$ cat src/rtl/wb_multi_stage.sv
// Writeback stage: multi-lane RF writeback with same-register masking
// and a serialising debug trace queue that emits one write per cycle.
module wb_multi_stage #(
  parameter int LANES       = 2,
  parameter int DATA_W      = 32,
  parameter int RADDR_W     = 5,
  parameter int PC_W        = 32,
  parameter int TRACE_DEPTH = 4,
  parameter int STALL_W     = 6,
  parameter int STAGE       = 4
) (
  input  logic                                      clk,
  input  logic                                      rst,
  input  logic [STALL_W-1:0]                        stall,
  input  logic [LANES*(PC_W+1+RADDR_W+DATA_W)-1:0]  mem_to_wb_bus,
  input  logic [2*LANES-1:0]                        hilo_mem_to_wb_bus,
  output logic [LANES*(1+RADDR_W+DATA_W)-1:0]       wb_to_rf_bus,
  output logic [2*LANES-1:0]                        hilo_wb_to_rf_bus,
  output logic [PC_W-1:0]                           debug_wb_pc,
  output logic [3:0]                                debug_wb_rf_wen,
  output logic [RADDR_W-1:0]                        debug_wb_rf_wnum,
  output logic [DATA_W-1:0]                         debug_wb_rf_wdata,
  output logic                                      trace_stall_req,
  output logic [$clog2(TRACE_DEPTH+1)-1:0]          trace_count,
  output logic                                      trace_overflow
);

  localparam int LW = PC_W + 1 + RADDR_W + DATA_W;
  localparam int OW = 1 + RADDR_W + DATA_W;
  localparam int CW = $clog2(TRACE_DEPTH + 1);
  localparam int PW = (TRACE_DEPTH > 1) ? $clog2(TRACE_DEPTH) : 1;
  localparam logic STOP   = 1'b1;
  localparam logic NOSTOP = 1'b0;

  typedef struct packed {
    logic [PC_W-1:0]    pc;
    logic [RADDR_W-1:0] wnum;
    logic [DATA_W-1:0]  wdata;
  } ent_t;

  logic [LANES*LW-1:0] stage_q, stage_d;
  logic [2*LANES-1:0]  hilo_q, hilo_d;
  logic                pend_q, pend_d;
  logic [PW-1:0]       rd_q, rd_d, wr_q, wr_d;
  logic [CW-1:0]       count_q, count_d;
  ent_t                dbg_q, dbg_d;
  logic                dbg_v_q, dbg_v_d;
  logic                ovf_q;
  ent_t                fifo_q [TRACE_DEPTH];

  logic [LANES-1:0]    l_we, rf_we, enq_en;
  ent_t                l_ent   [LANES];
  logic [PW-1:0]       enq_idx [LANES];
  logic                pop, drop;
  logic                unused_stall;

  assign unused_stall = ^stall;

  always_comb begin
    stage_d = stage_q;
    hilo_d  = hilo_q;
    pend_d  = 1'b0;
    if (stall[STAGE] == NOSTOP) begin
      stage_d = mem_to_wb_bus;
      hilo_d  = hilo_mem_to_wb_bus;
      pend_d  = 1'b1;
    end else if (stall[STAGE+1] == NOSTOP) begin
      stage_d = '0;
      hilo_d  = '0;
    end
  end

  always_comb begin
    for (int l = 0; l < LANES; l++) begin
      l_we[l]  = stage_q[l*LW+DATA_W+RADDR_W];
      l_ent[l] = ent_t'({stage_q[l*LW+DATA_W+RADDR_W+1 +: PC_W],
                         stage_q[l*LW+DATA_W +: RADDR_W],
                         stage_q[l*LW +: DATA_W]});
    end
  end

  // Younger lane wins a same-register conflict
  always_comb begin
    rf_we = l_we;
    for (int i = 0; i < LANES; i++)
      for (int j = i + 1; j < LANES; j++)
        if (l_we[j] && l_ent[j].wnum == l_ent[i].wnum)
          rf_we[i] = 1'b0;
  end

  for (genvar g = 0; g < LANES; g++) begin : g_out
    assign wb_to_rf_bus[g*OW +: OW] =
      {rf_we[g], l_ent[g].wnum, l_ent[g].wdata};
  end
  assign hilo_wb_to_rf_bus = hilo_q;

  // Head pops first; with an empty queue the oldest push bypasses it
  always_comb begin
    int  free;
    int  nenq;
    int  idx;
    logic byp;
    pop     = (count_q != '0);
    enq_en  = '0;
    drop    = 1'b0;
    byp     = 1'b0;
    nenq    = 0;
    idx     = 0;
    dbg_v_d = pop;
    dbg_d   = pop ? fifo_q[rd_q] : '0;
    for (int l = 0; l < LANES; l++) enq_idx[l] = '0;
    free = TRACE_DEPTH - int'(count_q) + int'(pop);
    for (int l = 0; l < LANES; l++) begin
      if (pend_q && l_we[l]) begin
        if (!pop && !byp) begin
          byp     = 1'b1;
          dbg_v_d = 1'b1;
          dbg_d   = l_ent[l];
        end else if (nenq < free) begin
          idx = int'(wr_q) + nenq;
          if (idx >= TRACE_DEPTH) idx = idx - TRACE_DEPTH;
          enq_en[l]  = 1'b1;
          enq_idx[l] = PW'(idx);
          nenq       = nenq + 1;
        end else begin
          drop = 1'b1;
        end
      end
    end
    idx = int'(wr_q) + nenq;
    if (idx >= TRACE_DEPTH) idx = idx - TRACE_DEPTH;
    wr_d = PW'(idx);
    idx = int'(rd_q) + int'(pop);
    if (idx >= TRACE_DEPTH) idx = idx - TRACE_DEPTH;
    rd_d    = PW'(idx);
    count_d = CW'(int'(count_q) + nenq - int'(pop));
  end

  always_ff @(posedge clk or posedge rst) begin
    if (rst) begin
      stage_q <= '0;
      hilo_q  <= '0;
      pend_q  <= 1'b0;
      rd_q    <= '0;
      wr_q    <= '0;
      count_q <= '0;
      dbg_q   <= '0;
      dbg_v_q <= 1'b0;
      ovf_q   <= 1'b0;
    end else begin
      stage_q <= stage_d;
      hilo_q  <= hilo_d;
      pend_q  <= pend_d;
      rd_q    <= rd_d;
      wr_q    <= wr_d;
      count_q <= count_d;
      dbg_q   <= dbg_d;
      dbg_v_q <= dbg_v_d;
      ovf_q   <= ovf_q | drop;
    end
  end

  always_ff @(posedge clk) begin
    for (int l = 0; l < LANES; l++)
      if (enq_en[l]) fifo_q[enq_idx[l]] <= l_ent[l];
  end

  assign debug_wb_pc       = dbg_q.pc;
  assign debug_wb_rf_wen   = {4{dbg_v_q}};
  assign debug_wb_rf_wnum  = dbg_q.wnum;
  assign debug_wb_rf_wdata = dbg_q.wdata;
  assign trace_count       = count_q;
  assign trace_overflow    = ovf_q;
  assign trace_stall_req   = (TRACE_DEPTH - int'(count_q)) < LANES;

endmodule

$ cat config.mk
export PLATFORM = sky130hd
export DESIGN_NAME = wb_multi_stage
export DESIGN_NICKNAME = d
export VERILOG_FILES = /design/src/rtl/wb_multi_stage.sv
export SDC_FILE = /design/constraint.sdc
export NUM_CORES = 1
export LEC_CHECK = 0
export CAP_MARGIN = 5
export CORE_ASPECT_RATIO = 1.75
export CORE_MARGIN = 8
export CORE_UTILIZATION = 55
export DETAILED_ROUTE_END_ITERATION = 6
export PLACE_DENSITY = 0.8
export SETUP_SLACK_MARGIN = 0.5
export SYNTH_ARGS = -nofsm -noshare
export SYNTH_HDL_FRONTEND = slang
export SYNTH_SLANG_ARGS = --single-unit
$ cat constraint.sdc
create_clock -name clk -period 21.9 [get_ports clk]
set_clock_uncertainty 0.15 [all_clocks]
set_input_delay 3.285 -clock clk [delete_from_list [all_inputs] [get_ports clk]]
set_output_delay 3.285 -clock clk [all_outputs]
set_load 0.02 [all_outputs]
==> reports/qor.txt, run 1 <==
Status - finished, violations left
Failing checks - design-rule violations
Slew Viols, Final - 0
Area contributors post-synth - edfxtp_1, dfrtp_1, mux2_2
FFs w/ async S/R, synth - 44.69%
First-pass GRT wire length - 90680 microns
Final Setup Violations - 0
Most Frequent Cell on Critical Path - ha_1
Most frequent cell after synthesis - edfxtp_1
Mapped cell area - 0.02334 sq mm
Die width - 171.7 microns
Largest family of logic cells by synthesized area - multiplexers
Port Buffers - 305
H-tree Lvls - 2
Max rail drop VDD - 83.37 uV
Sequential share of the synthesized area - 59.42%
CP max FO - 55
Part of the power in registers - 42.8%
Top cells by count, synth - edfxtp_1, inv_1, dfrtp_1
Internal power - 2.082 mW
Fillers - 3103
Met1 WL - 21320 microns
Overall global routing resource usage - 23.82%
Post-synthesis adder-cell area fraction - 0.6755%
Synth area leader - edfxtp_1
Post-synthesis compound-gate area fraction - 6.792%
Wire length on met3 - 3626 microns
Vias - 14700
Clock Latency Late Sink - 0.57 ns
Top Layer Used - met4
Synth warn - 0
Avg Cell Area, Syn - 13.66 sq um
Clock tree root driver cell - clkbuf_16
Min cycle time layout - 6.189 ns
Share of the synthesized area in the top cell type - 35.51%
Synth Area in Simple Gates - 3.924%
Number of buffers created by CTS - 45
Hold_ws - 0.3245 ns
Post-CTS repair timing setup buffer count - 0
Sw Ratio - 31.87%
Leakage - 10.98 nW
Slew @ Worst Pin - 1.202 ns
Post-Place Worst Slack - 15.45 ns
Fin nets - 2049
Max Cap Viol - 0
Combinational Power Share - 32.3%
Layout cells sized above 1 - 19.35%
WL final - 59030 microns
Crit path max-delay cell type - a311oi_1
CP Class - reg2reg
Pin count of the biggest net entering global routing - 168
Overall Power - 3.056 mW
Row count - 100
Post-synthesis xor/xnor area fraction - 0.5522%
DR pass1 iterations - 7
RSZ-0062 raised after global routing - false
Wire per inst - 23.74 microns
Gr ovfl total - 0
Final worst slack - 15.71 ns
EDFF count, synth - 276
Die Area - 0.04954 sq mm
Top Ports - 310
Crit start category - flop
Hold Fails Final Rpt - 0
Final HPWL DP - 35700 microns
Post-Syn Instances - 1709
Hold_buf cts - 0
Initial antenna violation count - 3
CTS tree - built
WL met2 - 32110 microns
Multiplexer area fraction after synthesis - 19.98%
Top_reg_cell synth - edfxtp_1
Worst EP required - 21.92 ns
Worst Path Arrival - 6.21 ns
Die H - 288.5 microns
Yosys reg bits - 499
GP Congestion - 0.7468
Worst-path clk slew - 0.06 ns
Vias in the first global route - 15570
Crit-path cells - inv_1 > ha_1 > nor2b_2 > clkinv_2 > ha_1 > nand2_1 > a2bb2oi_1 > a311oi_1 > ha_1 > nor4_4 > buf_4 > o21bai_4 > buf_4
CP Capture Type - flop
Mapped Nets - 1873
DR DRC count - 6
Resized Gates After CTS - 0
Core ar. - 0.04217 sq mm
Switching power - 974.2 uW
HP Class - reg2reg
1st-iter DRT viols - 1402
Synth cell types - 40
Area growth syn-to-layout - 18.07%
CP max stage delay - 0.87 ns
Worst slew margin - 19.69%
Fin crit share - 28.26%
Vias/cell - 5.911
Routed Antenna Nets - 0
Power per Cell Area - 110.9 mW/mm^2
Number of clock sinks - 499
Fmax - 0.1616 GHz
TNS Setup - 0 ns
Clk pwr share - 24.9%
Initial Utilization - 55.35%
Maximum buffer depth of the clock tree - 3
[area by class of cell]
type                       instances  area [sq um]  share of cell area, %
antenna                            3         7.507                0.02724
clock buffer                      70          1250                  4.536
clock inverter                    14         142.6                 0.5176
inverter                         226         857.1                  3.110
multi-input combinational        786          7501                  27.22
sequential                       499         13880                  50.36
tap                              561         701.9                  2.547
timing repair buffer             327          3219                  11.68
[state kept, by name, summed over array words and instances, names as in the netlist]
register,cells
debug_wb_rf_wnum,5
debug_wb_rf_wdata,32
pend_q,1
fifo_q,276
trace_count,3
hilo_wb_to_rf_bus,4
debug_wb_pc,32
trace_overflow,1
stage_q,140
wr_q,2
dbg_v_q,1
rd_q,2
[critical path, delay by kind of cell (launching register included)]
family,cells,cell delay [ns]
buffers and inverters,4,1.98
DFF,1,0.49
and+or+nand+nor,3,0.67
AOI/OAI and AO/OA,3,1.32
adders and majority gates,3,1.13
[per-stage QoR]
| stage | util, % | cells | instance area [sq um] |
|---|---|---|---|
| after detailed placement | 62.03 | 2399 | 26160 |
| after CTS | 65.33 | 2483 | 27550 |
| after floorplan | - | 1709 | 23340 |
| final | 65.35 | 2486 | 27560 |
| after global placement | 62.03 | 2399 | 26160 |
| after global routing | 65.35 | 2486 | 27560 |
[layout by cell type, fill, tap and decap left out, drive strengths merged, types with 8 or more instances in the layout]
cell type and count:
clkdlybuf4s50 303, edfxtp 276, mux2 276, inv 226
dfrtp 223, o21ai 155, nand3 147, clkbuf 71
mux4 69, a222oi 69, buf 23, nand2 12
clkinv 12, ha 11, xor2 8
[power groups by stage]
stage / clock, mW / combinational, mW / sequential [mW]
detailed placement: 0 / 0.994 / 1.33
CTS: 0.775 / 1.00 / 1.31
floorplan: 0 / 0.589 / 1.36
finish: 0.762 / 0.987 / 1.31
global placement: 0 / 0.973 / 1.32
global route: 0.806 / 1.06 / 1.33
[path summary, 6_finish.rpt]
| check | cells past startpoint | to | startpoint | slack, ns |
|---|---|---|---|---|
| worst min-delay path | 1 | trace_overflow$_DFF_PP0_ | trace_overflow$_DFF_PP0_ | 0.32 |
| max in group asynchronous | 4 | stage_q[101]$_DFFE_PP0P_ | rst | 16.13 |
| min in group asynchronous | 2 | hilo_wb_to_rf_bus[3]$_DFFE_PP0P_ | rst | 3.04 |
| worst max-delay path | 13 | fifo_q[0][25]$_DFFE_PP_ | trace_count[0]$_DFF_PP0_ | 15.71 |
| worst min register to register | 1 | trace_overflow$_DFF_PP0_ | trace_overflow$_DFF_PP0_ | 0.32 |
| worst max register to register | 13 | fifo_q[0][25]$_DFFE_PP_ | trace_count[0]$_DFF_PP0_ | 15.71 |
[per-layer routing]
layer,track usage (%),up-vias
met2,43.72,563
met4,9.142,0
li1,-,6552
met1,27.73,7473
met3,2.969,107
met5,0,-
[cells by family (layout without fill, tap and decap cells)]
family | after synthesis | count (layout)
AOI/OAI and AO/OA | 240 | 240
xor gates and xnor gates | 13 | 13
adders and majority gates | 12 | 12
buffers and inverters | 424 | 637
DFF | 499 | 499
muxes | 345 | 345
other | 0 | 3
and+or+nand+nor | 176 | 176
Power figures use the tool's default switching activity.
==> run 2: changes to the inputs <==
Clock period 21.9 ns to 6.4 ns, I/O delays scaled along.
==> reports/qor.txt, run 2 (same netlist as run 1, synthesis figures left out) <==
Dpl cells - 2400
Hold Fails Final Rpt - 0
Switching power - 3.330 mW
Layout cells sized above 1 - 19.90%
H-tree Lvls - 2
Max rail drop VDD - 203.6 uV
Clock tree root driver cell - clkbuf_16
Pin count of the biggest net entering global routing - 118
Die Area - 0.04954 sq mm
Fin crit share - 67.11%
Die H - 288.5 microns
Worst-path clk slew - 0.07 ns
GP Congestion - 0.7863
Crit start category - flop
CP max FO - 25
Routed Antenna Nets - 0
Final Setup Violations - 0
Sw Ratio - 31.50%
Vias in the first global route - 15710
CP Capture Type - flop
Hold_buf cts - 0
Worst slew margin - 22.70%
CTS tree - built
Initial antenna violation count - 4
Post-CTS repair timing setup buffer count - 0
DR pass1 iterations - 6
Clock Latency Late Sink - 0.55 ns
Final HPWL DP - 35560 microns
Fmax - 0.2328 GHz
TNS Setup - 0 ns
Fin cells - 2485
Part of the power in registers - 42.6%
Max Cap Viol - 0
Row count - 100
Top Ports - 310
Overall global routing resource usage - 23.71%
Min cycle time layout - 4.295 ns
Leakage - 11.06 nW
Status - finished clean
Commonest non-fill, non-tap cell in the layout - clkdlybuf4s50_1
DR DRC count - 0
WL final - 58750 microns
Final core utilization - 65.76%
First-pass GRT wire length - 89950 microns
Worst Path Arrival - 4.36 ns
1st-iter DRT viols - 1377
Worst EP required - 6.46 ns
Maximum buffer depth of the clock tree - 3
Slew Viols, Final - 0
RSZ-0062 raised after global routing - false
Slew @ Worst Pin - 1.160 ns
HP Class - reg2reg
Number of buffers created by CTS - 45
Initial Utilization - 55.35%
Fin nets - 2050
Gr ovfl total - 0
Most frequent cells in the layout - clkdlybuf4s50_1, edfxtp_1, inv_1
Vias - 14650
Number of clock sinks - 499
Port Buffers - 305
Vias/cell - 5.895
Core ar. - 0.04217 sq mm
Die width - 171.7 microns
Internal power - 7.242 mW
CP Class - reg2reg
Area growth syn-to-layout - 18.81%
Wire per inst - 23.64 microns
Power per Cell Area - 381.2 mW/mm^2
Largest register FFs - 276
Resized Gates After CTS - 0
Combinational Power Share - 31.8%
Hold_ws - 0.3556 ns
Clk pwr share - 25.6%
[run 2: changes by cell type in the layout (fill, tap and decap cells not counted), sizes merged]
cell,delta
buf,+1
clkinv,+2
diode,+1
clkinvlp,+1
clkbuf,-6
[run 2: layer usage]
metal | up-vias | routed length (microns) | global-route usage (%)
li1 | 6559 | - | -
met1 | 7412 | 21350 | 27.33
met2 | 568 | 31400 | 42.62
met3 | 111 | 3693 | 3.462
met4 | 0 | 2307 | 10.98
met5 | - | 0 | 0
[run 2: per-stage QoR]
| stage | power, mW | setup WS, ns | cell area, sq um |
|---|---|---|---|
| after floorplan | 6.648 | 0.5519 | 23350 |
| final | 10.57 | 2.105 | 27730 |
| after global placement | 7.854 | 2.132 | 26250 |
| after CTS | 10.67 | 2.073 | 27720 |
| after detailed placement | 7.960 | 2.109 | 26250 |
| after global routing | 11.04 | 1.851 | 27730 |
[run 2: cell type report]
cell class                 count  area, sq um
antenna                        4        10.01
clock buffer                  64         1331
clock inverter                17        137.6
fill                        3079        14440
inverter                     226        853.3
multi-input combinational    786         7501
sequential                   499        13880
tap                          561        701.9
timing repair buffer         328         3318
[run 2: path summary, 6_finish.rpt]
kind / start / endpoint / slack (ns) / cells past startpoint
min in group asynchronous: rst / stage_q[96]$_DFFE_PP0P_ / 0.58 / 2
worst max-delay path: trace_count[0]$_DFF_PP0_ / fifo_q[0][22]$_DFFE_PP_ / 2.11 / 13
worst min register to register: hilo_wb_to_rf_bus[1]$_DFFE_PP0P_ / hilo_wb_to_rf_bus[1]$_DFFE_PP0P_ / 0.36 / 2
max in group asynchronous: rst / stage_q[58]$_DFFE_PP0P_ / 4.31 / 3
worst min-delay path: hilo_wb_to_rf_bus[1]$_DFFE_PP0P_ / hilo_wb_to_rf_bus[1]$_DFFE_PP0P_ / 0.36 / 2
worst max register to register: trace_count[0]$_DFF_PP0_ / fifo_q[0][22]$_DFFE_PP_ / 2.11 / 13
[run 2: worst max-delay path, cell delays in order, from the launching register on]
cell and delay [ns]:
dfrtp_1 0.48, inv_1 0.12, ha_1 0.14, nor2b_2 0.23, clkinv_2 0.10, ha_1 0.22, or2_2 0.29, a2bb2oi_1 0.19
a311oi_1 0.12, buf_4 0.17, ha_1 0.38, nor4_4 0.38, o21bai_4 0.47, buf_4 0.48
[run 2: power groups by stage]
stage	Clock [mW]	Sequential, mW	Combinational, mW
global placement	0	4.54	3.31
global route	2.87	4.57	3.59
finish	2.71	4.50	3.36
detailed placement	0	4.57	3.39
floorplan	0	4.63	2.02
CTS	2.75	4.51	3.40
==> run 3: changes to the inputs <==
Clock period 6.4 ns to 4.2 ns, I/O delays scaled along.
==> reports/qor.txt, run 3 (same netlist as run 1, synthesis figures left out) <==
CP Class - reg2reg
Die H - 288.5 microns
Number of clock sinks - 499
Port Buffers - 305
Overall global routing resource usage - 24.18%
Row count - 100
Vias - 14880
Commonest non-fill, non-tap cell in the layout - clkdlybuf4s50_1
Worst EP required - 4.48 ns
H-tree Lvls - 2
Combinational Power Share - 33.8%
Fmax - 0.2699 GHz
Clock Latency Late Sink - 0.56 ns
CP max FO - 4
Failing checks - design-rule violations
Max Cap Viol - 0
Routed Antenna Nets - 0
Post-DP Area - 0.02727 sq mm
Dpl cells - 2425
Final instance area - 0.02884 sq mm
DR pass1 iterations - 7
Vias/cell - 5.913
Largest register FFs - 276
Area growth syn-to-layout - 23.58%
Leakage - 11.56 nW
GP Congestion - 0.7991
Die width - 171.7 microns
CP Capture Type - flop
DR DRC count - 3
Fin crit share - 88.21%
Gr ovfl total - 0
Maximum buffer depth of the clock tree - 3
HP Class - reg2reg
Sw Ratio - 31.46%
R2R Setup Slk - 0.50 ns
Max rail drop VDD - 431.4 uV
Top Ports - 310
Hold Fails Final Rpt - 0
Slew Viols, Final - 0
Pin count of the biggest net entering global routing - 166
Switching power - 5.273 mW
TNS Setup - 0 ns
1st-iter DRT viols - 1324
Clock tree root driver cell - clkbuf_16
Power per Cell Area - 581.1 mW/mm^2
Wire per inst - 23.62 microns
RSZ-0062 raised after global routing - true
First-pass GRT wire length - 92400 microns
Internal power - 11.49 mW
Final Setup Violations - 0
Initial Utilization - 55.35%
Part of the power in registers - 41.3%
Clk pwr share - 24.9%
Vias in the first global route - 16170
Die Area - 0.04954 sq mm
Initial antenna violation count - 2
Worst-path clk slew - 0.06 ns
Min cycle time layout - 3.705 ns
Core ar. - 0.04217 sq mm
Fin nets - 2081
Status - finished, violations left
Most frequent cells in the layout - clkdlybuf4s50_1, edfxtp_1, inv_1
Overall Power - 16.76 mW
Worst slew margin - 17.95%
Fin cells - 2517
Layout cells sized above 1 - 25.08%
Final HPWL DP - 36830 microns
Worst Path Arrival - 3.98 ns
Crit start category - flop
WL final - 59440 microns
Hold_buf cts - 0
Number of buffers created by CTS - 45
Slew @ Worst Pin - 1.231 ns
CTS tree - built
[run 3: routing by layer]
layer | global-route usage [%] | share of wire, %
met2 | 43.85 | 54
met3 | 3.462 | 6.6
met5 | 0 | 0
met1 | 28.02 | 36
met4 | 10.08 | 3.7
[run 3: stage by stage]
stage	utilization [%]	hold slack [ns]	setup slack, ns
finish	68.40	0.3154	0.4951
global route	68.40	0.3398	0.3863
global placement	64.67	0.3063	0.4580
floorplan	-	0.3265	0.09079
CTS	68.33	0.3178	0.5413
detailed placement	64.67	0.3043	0.4090
[run 3: repair_timing]
| action | CTS | global route |
|---|---|---|
| setup endpoints to repair | 149 | 390 |
| buffers inserted | 4 | 2 |
| pin swaps | 1 | 1 |
| resized for setup | 3 | 3 |
[run 3: path summary, 6_finish.rpt]
path,startpoint,end,cells after the start
min in group asynchronous,rst,stage_q[32]$_DFFE_PP0P_,3
setup reg to reg,trace_count[1]$_DFF_PP0_,trace_count[2]$_DFF_PP0_,19
hold reg to reg,trace_overflow$_DFF_PP0_,trace_overflow$_DFF_PP0_,1
max in group asynchronous,rst,rd_q[1]$_DFF_PP0_,3
hold / removal,trace_overflow$_DFF_PP0_,trace_overflow$_DFF_PP0_,1
setup / recovery,trace_count[1]$_DFF_PP0_,trace_count[2]$_DFF_PP0_,19
[run 3: final cells by class]
class                           instances  area [sq um]
Sequential cell                       499         13880
Fill cell                            2879         13320
Multi-Input combinational cell        786          8097
Timing Repair Buffer                  359          3801
Clock buffer                           72          1383
Inverter                              226         855.8
Tap cell                              561         701.9
Clock inverter                         12         120.1
Antenna cell                            2         5.005
[run 3: power groups by stage]
stage               sequential (mW)  clock (mW)  combinational [mW]
finish                         6.92        4.18                5.66
global route                   7.01        4.43                6.01
CTS                            6.93        4.25                5.67
detailed placement             7.03           0                5.58
global placement               6.98           0                5.47
floorplan                      7.05           0                3.41
[run 3: critical path: stages (launching register included)]
cell       delay (ns)
dfrtp_2          0.42
inv_4            0.09
ha_4             0.13
nor2b_4          0.16
clkinv_2         0.09
ha_4             0.19
or2_4            0.26
a2bb2oi_4        0.17
and3_4           0.20
nor2_1           0.04
ha_1             0.30
a22o_1           0.23
inv_1            0.06
ha_1             0.21
inv_1            0.05
ha_1             0.12
inv_1            0.05
fa_2             0.35
xor2_2           0.16
xnor2_1          0.13
